`src/rtl/waveform_pkg.sv`:
```
// rtl/waveform_pkg.sv - shared constants, types and frame byte helpers for the waveform UART framer
package waveform_pkg;

    localparam int N_SAMPLES     = 32;
    localparam int SAMPLE_W      = 14;
    localparam int SETTLE_CYCLES = 33;
    localparam logic [7:0] SYNC_BYTE = 8'hA5;

    localparam int FRAME_BYTES = 2 + 2 * N_SAMPLES + 1;
    localparam int IDX_W       = $clog2(FRAME_BYTES);
    localparam int SIDX_W      = $clog2(N_SAMPLES);
    localparam int CNT_W       = $clog2(SETTLE_CYCLES);

    typedef logic [SAMPLE_W-1:0] sample_t;
    typedef sample_t [N_SAMPLES-1:0] waveform_t;

    typedef enum logic [1:0] {
        IDLE,
        SETTLE,
        SEND
    } framer_state_t;

    // XOR of the sequence byte and every sample byte; the sync byte is not covered.
    function automatic logic [7:0] frame_checksum(input logic [7:0] seq, input waveform_t w);
        logic [15:0] ext;
        frame_checksum = seq;
        for (int i = 0; i < N_SAMPLES; i++) begin
            ext = 16'(w[i]);
            frame_checksum = frame_checksum ^ ext[15:8] ^ ext[7:0];
        end
    endfunction

    // Byte at position idx of a frame: sync, sequence, hi/lo per sample, checksum.
    function automatic logic [7:0] frame_byte(input logic [IDX_W-1:0] idx,
                                              input logic [7:0] seq,
                                              input waveform_t w);
        logic [IDX_W-1:0]  off;
        logic [SIDX_W-1:0] sidx;
        logic [15:0]       ext;
        off  = idx - IDX_W'(2);
        sidx = SIDX_W'(off >> 1);
        ext  = 16'(w[sidx]);
        if (idx == IDX_W'(0)) begin
            frame_byte = SYNC_BYTE;
        end else if (idx == IDX_W'(1)) begin
            frame_byte = seq;
        end else if (idx == IDX_W'(FRAME_BYTES - 1)) begin
            frame_byte = frame_checksum(seq, w);
        end else begin
            frame_byte = off[0] ? ext[7:0] : ext[15:8];
        end
    endfunction

endpackage

```
`src/rtl/waveform_uart_framer_tx_byte_stage.sv`:
```
// rtl/waveform_uart_framer_tx_byte_stage.sv - output byte register with valid/ready handshake
module tx_byte_stage (
    input  logic       clk,
    input  logic       rst,
    input  logic       load,
    input  logic [7:0] load_data,
    input  logic       clear,
    input  logic       tx_ready,
    output logic [7:0] tx_data,
    output logic       tx_valid,
    output logic       accept
);

    logic [7:0] data_q, data_d;
    logic       valid_q, valid_d;

    assign accept   = valid_q & tx_ready;
    assign tx_data  = data_q;
    assign tx_valid = valid_q;

    // Hold the byte until the framer loads the next one or retires the frame.
    always_comb begin
        data_d  = data_q;
        valid_d = valid_q;
        if (clear) begin
            valid_d = 1'b0;
        end else if (load) begin
            data_d  = load_data;
            valid_d = 1'b1;
        end
    end

    // Output register.
    always_ff @(posedge clk or posedge rst) begin
        if (rst) begin
            data_q  <= 8'd0;
            valid_q <= 1'b0;
        end else begin
            data_q  <= data_d;
            valid_q <= valid_d;
        end
    end

endmodule

```
`src/rtl/waveform_uart_framer.sv`:
```
// rtl/waveform_uart_framer.sv - trigger-driven snapshot of the capture array streamed as a framed byte sequence
module waveform_uart_framer
    import waveform_pkg::*;
(
    input  logic       clk,
    input  logic       rst,
    input  logic       trigger_in,
    input  waveform_t  waveform,
    output logic [7:0] tx_data,
    output logic       tx_valid,
    input  logic       tx_ready,
    output logic       busy,
    output logic [7:0] dropped_count
);

    framer_state_t    state_q, state_d;
    logic             trig_q, trig_d;
    logic [CNT_W-1:0] cnt_q, cnt_d;
    logic [IDX_W-1:0] idx_q, idx_d;
    logic [7:0]       seq_q, seq_d;
    logic             busy_q, busy_d;
    logic [7:0]       drop_q, drop_d;
    waveform_t        snap_q, snap_d;

    logic       rise;
    logic       load;
    logic [7:0] load_data;
    logic       clear;
    logic       accept;

    assign busy          = busy_q;
    assign dropped_count = drop_q;

    tx_byte_stage u_tx_stage (
        .clk       (clk),
        .rst       (rst),
        .load      (load),
        .load_data (load_data),
        .clear     (clear),
        .tx_ready  (tx_ready),
        .tx_data   (tx_data),
        .tx_valid  (tx_valid),
        .accept    (accept)
    );

    // Frame sequencing: wait for the capture array to settle, snapshot, then walk the frame bytes.
    always_comb begin
        state_d   = state_q;
        trig_d    = trigger_in;
        cnt_d     = cnt_q;
        idx_d     = idx_q;
        seq_d     = seq_q;
        busy_d    = busy_q;
        drop_d    = drop_q;
        snap_d    = snap_q;
        load      = 1'b0;
        load_data = SYNC_BYTE;
        clear     = 1'b0;
        rise      = trigger_in & ~trig_q;

        // Any rising edge outside IDLE, including the frame's final edge, is a dropped trigger.
        if (rise && state_q != IDLE && drop_q != 8'hFF) begin
            drop_d = drop_q + 8'd1;
        end

        case (state_q)
            IDLE: begin
                if (rise) begin
                    state_d = SETTLE;
                    busy_d  = 1'b1;
                    cnt_d   = CNT_W'(SETTLE_CYCLES - 1);
                end
            end
            SETTLE: begin
                if (cnt_q == '0) begin
                    snap_d    = waveform;
                    state_d   = SEND;
                    idx_d     = '0;
                    load      = 1'b1;
                    load_data = SYNC_BYTE;
                end else begin
                    cnt_d = cnt_q - CNT_W'(1);
                end
            end
            SEND: begin
                if (accept) begin
                    if (idx_q == IDX_W'(FRAME_BYTES - 1)) begin
                        clear   = 1'b1;
                        state_d = IDLE;
                        busy_d  = 1'b0;
                        seq_d   = seq_q + 8'd1;
                    end else begin
                        idx_d     = idx_q + IDX_W'(1);
                        load      = 1'b1;
                        load_data = frame_byte(idx_q + IDX_W'(1), seq_q, snap_q);
                    end
                end
            end
            default: begin
                state_d = IDLE;
            end
        endcase
    end

    // Framer state registers; reset abandons any partial frame.
    always_ff @(posedge clk or posedge rst) begin
        if (rst) begin
            state_q <= IDLE;
            trig_q  <= 1'b0;
            cnt_q   <= '0;
            idx_q   <= '0;
            seq_q   <= 8'd0;
            busy_q  <= 1'b0;
            drop_q  <= 8'd0;
            snap_q  <= '0;
        end else begin
            state_q <= state_d;
            trig_q  <= trig_d;
            cnt_q   <= cnt_d;
            idx_q   <= idx_d;
            seq_q   <= seq_d;
            busy_q  <= busy_d;
            drop_q  <= drop_d;
            snap_q  <= snap_d;
        end
    end

endmodule

```
`config.mk`:
```
export PLATFORM = sky130hd
export DESIGN_NAME = waveform_uart_framer
export DESIGN_NICKNAME = d
export VERILOG_FILES = /design/src/rtl/waveform_pkg.sv /design/src/rtl/waveform_uart_framer_tx_byte_stage.sv /design/src/rtl/waveform_uart_framer.sv
export SDC_FILE = /design/constraint.sdc
export NUM_CORES = 1
export LEC_CHECK = 0
export CAP_MARGIN = 0
export CELL_PAD_IN_SITES_DETAIL_PLACEMENT = 1
export CELL_PAD_IN_SITES_GLOBAL_PLACEMENT = 1
export CORE_MARGIN = 2
export CORE_UTILIZATION = 42
export CTS_BUF_LIST = sky130_fd_sc_hd__clkbuf_2
export CTS_CLUSTER_DIAMETER = 100
export DETAILED_ROUTE_END_ITERATION = 10
export GPL_ROUTABILITY_DRIVEN = 0
export PLACE_DENSITY = 0.91
export SKIP_LAST_GASP = 1
export SYNTH_ARGS = -nofsm -noshare
export SYNTH_HDL_FRONTEND = slang
export SYNTH_SLANG_ARGS = --single-unit
```
`constraint.sdc`:
```
create_clock -name clk -period 17.5 [get_ports clk]
set_input_delay 1.75 -clock clk [delete_from_list [all_inputs] [get_ports clk]]
set_output_delay 1.75 -clock clk [all_outputs]
set_load 0.005 [all_outputs]
```
== Yosys cells after proc, flatten, opt, wreduce, memory -nomap -nowiden ==
Index checks and enable logic that the tools add are counted.

* Register bits: 490
* Input bits: 452
* Output and inout bits: 18
* Word-level logic and storage cells: 178

* $add $sub $neg: 5
* $lt $le $gt $ge: 1
* Equal/unequal tests: 12
* Multiplexer cells: 34
* Bitwise logic cells: 68
* Reductions and logical operators: 17

{| class="wikitable"
|+ Operator list
! kind !! number
|-
| bitwise XOR 8 x 6 -> 8 bit || 32
|-
| bitwise XOR 8 bit || 32
|-
| binary-select mux 14 bit (select 5 bit) || 1
|-
| two-way mux 8 bit || 7
|-
| two-way mux 7 bit || 3
|-
| adder 8 x 1 -> 8 bit (second input constant) || 2
|-
| equality test 7 bit (second input constant) || 2
|-
| two-way mux 14 bit || 1
|-
| one-hot mux 7 bit (2 select lines) || 1
|-
| two-way mux 6 bit || 2
|-
| != test 2 bit (second input constant) || 6
|-
| one-hot mux 6 bit (2 select lines) || 1
|-
| AND reduction 4 bit || 3
|-
| two-way mux 1 bit || 11
|-
| nonzero test 2 bit || 5
|-
| two-way mux 2 bit || 4
|-
| != test 8 bit (second input constant) || 1
|-
| adder 7 x 1 -> 7 bit (second input constant) || 1
|-
| equality test 7 x 1 -> 1 bit (second input constant) || 1
|-
| logical NOT 7 bit || 1
|-
| logical NOT 6 bit || 1
|-
| < comparator 5 x 6 -> 1 bit (second input constant) || 1
|-
| one-hot mux 2 bit (3 select lines) || 1
|-
| AND reduction 3 bit || 2
|-
| 10 further kinds || 15
|}

== Depth between registers and ports, before layout ==
* Word-level depth: 70
* Depth in mapped cells: 21
* Mapped depth without buffers: 12

== Hierarchy ==
From an unflattened synthesis, not the netlist that was laid out.

* Cells, all modules: 1914
* Area, all modules: 26619.3 um^2

{| class="wikitable"
|+ By module, submodules not included
! module !! instances !! cells each !! area each (um^2) !! sequential area each (um^2)
|-
| waveform_uart_framer || 1 || 1891 || 26231.4 || 12036.5
|-
| tx_byte_stage || 1 || 23 || 387.9 || 225.2
|}

== Worst setup path after synthesis ==
Ideal clock, no wire load.

* Path kind: reg-to-reg
* Start: register idx_q[0]
* End: register u_tx_stage.data_q[1] (netlist: u_tx_stage.tx_data[1])
* Library setup time: 0.124 ns
* Arrival: 4.074 ns
* Required time: 17.376 ns
* Slack: 13.302 ns
* Cell stages (with the launch flop): 20
* Path buffers: 9
* Clock period less this slack: 4.198 ns
* Path through: dfrtp_1 -> buf_2 -> clkbuf_1 -> inv_1 -> ha_1 -> buf_4 -> buf_6 -> buf_6 -> buf_4 -> buf_6 -> inv_1 -> ha_1 -> buf_1 -> clkbuf_1 -> mux4_2 -> nand2_1 -> nand3_1 -> nand3_1 -> a21oi_1 -> a211o_1

* Word-level cells in the longest chain between the ends: 11
* Elaborated cells on any way between the ends: 23
* Those cells by class: 2 x add/sub; 3 x eq/ne; 15 x mux; 1 x bitwise; 2 x reduce/logical

{| class="wikitable"
|+ RTL lines
! item !! line !! text
|-
| start: declaration || waveform_uart_framer.sv:19 || <nowiki>logic [IDX_W-1:0] idx_q, idx_d;</nowiki>
|-
| start signal: assignment || waveform_uart_framer.sv:120 || <nowiki>idx_q <= idx_d;</nowiki>
|-
| adder 7 x 1 -> 7 bit || waveform_uart_framer.sv:95 || <nowiki>load_data = frame_byte(idx_q + IDX_W'(1), seq_q, snap_q);</nowiki>
|-
| subtractor 6 x 2 -> 6 bit || waveform_pkg.sv:40 || <nowiki>off = idx - IDX_W'(2);</nowiki>
|-
| binary-select mux 14 bit (select 5 bit) || waveform_pkg.sv:42 || <nowiki>ext = 16'(w[sidx]);</nowiki>
|-
| two-way mux 14 bit (implied by the code) || waveform_pkg.sv:42 ||
|-
| two-way mux 8 bit || waveform_pkg.sv:50 || <nowiki>frame_byte = off[0] ? ext[7:0] : ext[15:8];</nowiki>
|-
| two-way mux 8 bit || waveform_pkg.sv:47 || <nowiki>end else if (idx == IDX_W'(FRAME_BYTES - 1)) begin</nowiki>
|-
| two-way mux 8 bit || waveform_pkg.sv:45 || <nowiki>end else if (idx == IDX_W'(1)) begin</nowiki>
|-
| two-way mux 8 bit || waveform_pkg.sv:43 || <nowiki>if (idx == IDX_W'(0)) begin</nowiki>
|-
| two-way mux 8 bit || waveform_uart_framer.sv:87 || <nowiki>if (idx_q == IDX_W'(FRAME_BYTES - 1)) begin</nowiki>
|-
| two-way mux 8 bit || waveform_uart_framer.sv:86 || <nowiki>if (accept) begin</nowiki>
|-
| two-way mux 8 bit || - ||
|-
| end signal: assignment || waveform_uart_framer_tx_byte_stage.sv:39 || <nowiki>data_q <= data_d;</nowiki>
|-
| end: declaration || waveform_uart_framer_tx_byte_stage.sv:14 || <nowiki>logic [7:0] data_q, data_d;</nowiki>
|}

Several ways; a longest one is shown, not always the timed one. The select of a mux whose other input is x is not followed.
A chain may end at the register's enable or synchronous reset.

== Worst setup path in the final report ==
Same ends and word-level chain as after synthesis.

==> impl_metrics.csv <==
group,metric,value,unit
status,outcome,"finished, final reports clean",
sta,setup_viol,0,
finish,drive_gt1_share,10.4,%
clock_network,htreeDepth,4,
synthesis,synth-seq-area-share,45.9,%
power_and_ir_drop,irDropWorstVdd,268,µV
finish,fin_util,52.9,%
clock_network,ctsHoldBuffers,0,
synthesis,synth_compound_area_share,2.04,%
synthesis,ys_warn_count,0,
synthesis,synth_edf_count,0,
synthesis,synthMuxAreaShare,9.83,%
critical_path,cp_slowest_cell,"a311oi_1",
floorplanning,die_h,256,µm
global_route,grt_first_pass_wirelength,165,mm
critical_path,required,18810,ps
worst_hold_path,hp-class,"reg2reg",
finish,area_growth,24.7,%
finish,mostFrequentLayoutCell,"nand2_1",
critical_path,slowest_delay,1030,ps
synthesis,netlist_instances,2925,
sta,slew_headroom,12.3,%
synthesis,synth_fa_ha_area_share,0.562,%
synthesis,synth_top_area_cell,"dfrtp_1",
synthesis,synth-xor-area-share,15.8,%
synthesis,ys_top_cells_by_area,"dfrtp_1, nand2_1, xnor2_1, mux4_2, xor2_1",
clock_network,clkSinkCount,490,
critical_path,crit_chain,"inv_1, ha_4, buf_4, buf_4, mux4_2, nand2_1, and3_1, a311oi_1, a31oi_1, o21ai_0, a211o_1",
placement,portBuffers,469,
critical_path,cpMostUsedCell,"buf_4",
sta,rsz0062_at_grt,"false",
sta,worstMarginPinSlew,1310,ps
floorplanning,die_x,256,µm
detailed_routing,ant_nets,0,
global_route,grt_pass1_vias,26200,
synthesis,netlist_area,0.0267,mm²
clock_network,cts-root-buf,"clkbuf_2",
global_route,grt_max_degree,211,
sta,fmax,0.172,GHz
detailed_routing,wl_per_cell,26.2,µm
finish,multi_input_area,0.0138,mm²
clock_network,postCtsSetupRepairBufs,0,
finish,fill_cells,7329,
synthesis,synth_nets,3389,
power_and_ir_drop,p_leak,14.9,nW
critical_path,worstSetupEndpointType,"register",
synthesis,synth-simple-area-share,23.3,%
synthesis,synth_area_per_cell,9.14,µm²
critical_path,arrival,7110,ps
clock_network,clock_latency,1380,ps
placement,dpl.hpwl,84.6,mm
synthesis,synth_top_area_share,45.9,%
finish,seq_area,0.0123,mm²
detailed_routing,first_iter_violations,2997,
placement,post-place-ws,11610,ps
sta,setup_tns,0,ps
synthesis,synthArstFlopShare,100,%
critical_path,critPathMaxFanout,57,
clock_network,cts_resized,0,
sta,period_minus_slack,5810,ps
sta,drv_slew,0,
sta,hold_viol,0,
global_route,gr-total-overflow,0,
detailed_routing,first_pass_iters,6,
global_route,grt_usage,34.0,%
power_and_ir_drop,power_density,278,mW/mm²
synthesis,synth_ff_type,"dfrtp_1",
detailed_routing,post-route-drc-count,0,
critical_path,critPathKind,"reg2reg",
finish,fin_nets,3867,
sta,period_share,33.2,%
detailed_routing,via_count,24800,
clock_network,path_clk_slew,100,ps
floorplanning,core,0.0630,mm²
floorplanning,rows,92,
clock_network,cts_tree,"yes",
finish,layout_common_cells,"nand2_1, dfrtp_1, clkdlybuf4s50_1",
floorplanning,io_pins,470,
detailed_routing,via_per_inst,5.69,
detailed_routing,wl,114,mm
clock_network,clock_path_buffers,3,
floorplanning,die_area,0.0657,mm²
sta,finalWorstSetupSlack,11690,ps
critical_path,cp_top_family,"buffers and inverters",
critical_path,path_buf_inv,3,
critical_path,startpoint_type,"register",
job,max-cap-violations,0,
sta,clock_skew,96.6,ps
floorplanning,start_util,42.4,%
synthesis,synth.distinct_cells,58,
global_route,antenna_found_initial,17,
synthesis,synth-seq-cells,490,
synthesis,synth_top_family_by_area,"simple AND/OR/NAND/NOR gates",
clock_network,cts_made_buffers,134,
[worst register-to-register path: stages, from the launching register on]
cell      delay [ps]
dfrtp_1          850
inv_1            320
ha_4             740
buf_4            610
buf_4            950
mux4_2           450
nand2_1           60
and3_1           230
a311oi_1        1030
a31oi_1           50
o21ai_0          300
a211o_1          160
[kinds of logic after synthesis]
kind of cell,count (synthesis)
xor+xnor,475
simple gates,1587
compound gates,80
flops,490
fa+ha+maj,12
buf+inv,159
mux,122
[state kept, by name (all words and copies together), names as in the netlist]
signal / flops
trig_q: 1
idx_q: 7
busy: 1
u_tx_stage.tx_data: 8
cnt_q: 6
snap_q: 448
state_q: 2
seq_q: 8
u_tx_stage.tx_valid: 1
dropped_count: 8
[final cells by class]
| cell class | instances | area share [%] |
|---|---|---|
| Antenna cell | 16 | 0.120 |
| Clock buffer | 192 | 2.88 |
| Clock inverter | 37 | 0.725 |
| Inverter | 11 | 0.146 |
| Multi-Input combinational cell | 2276 | 41.5 |
| Sequential cell | 490 | 36.8 |
| Tap cell | 846 | 3.18 |
| Timing Repair Buffer | 490 | 14.6 |
[synthesized netlist by cell type, types with 7 or more instances]
master and number:
dfrtp_1 490, ha_1 12, buf_4 9, inv_1 11, nand3_1 55, a21oi_1 7, o21ai_0 20, mux4_2 112
nand4_1 8, nor2_1 13, and3_1 12, xor2_1 64, xnor2_1 404, buf_2 21, nand2_1 1459, clkbuf_1 107
a31oi_1 11, mux2i_1 7
[power by group]
part / total (W) / internal (W) / switching (W)
Combinational: 0.00582 / 0.00271 / 0.00311
Sequential: 0.00259 / 0.00168 / 0.000904
Clock: 0.000866 / 0.000327 / 0.000539
Total: 0.00927 / 0.00472 / 0.00455
[metal layers]
metal	wire, µm	share of wire [%]	vias to the layer above	GRT usage (%)
li1	-	-	10400	-
met1	41800	37	12300	41.8
met2	51900	45	1633	52.5
met3	11800	10	458	9.79
met4	8770	7.7	6	21.6
met5	38	0.033	-	0
[path summary, 6_finish.rpt]
path	startpoint	depth (start not counted)	endpoint	slack [ps]
min reg2reg	dropped_count[7]	1	dropped_count[7]	520
min in group asynchronous	rst	2	snap_q[389]	990
min	dropped_count[7]	1	dropped_count[7]	520
max	idx_q[0]	11	u_tx_stage.tx_data[1]	11690
max in group asynchronous	rst	5	snap_q[65]	13070
max reg2reg	idx_q[0]	11	u_tx_stage.tx_data[1]	11690
[metrics by stage]
| stage | instances | hold slack (ps) | area [µm²] | power, W |
|---|---|---|---|---|
| 2_1_floorplan | 2925 | 468 | 26700 | 0.00633 |
| 3_5_place_dp | 4113 | 501 | 32100 | 0.00809 |
| 3_3_place_gp | 4113 | 476 | 32100 | 0.00787 |
| 6_report | 4358 | 516 | 33300 | 0.00927 |
| 4_1_cts | 4342 | 514 | 33300 | 0.00902 |
| 5_1_grt | 4354 | 555 | 33300 | 0.00964 |
(Power assumes the default switching activity.)
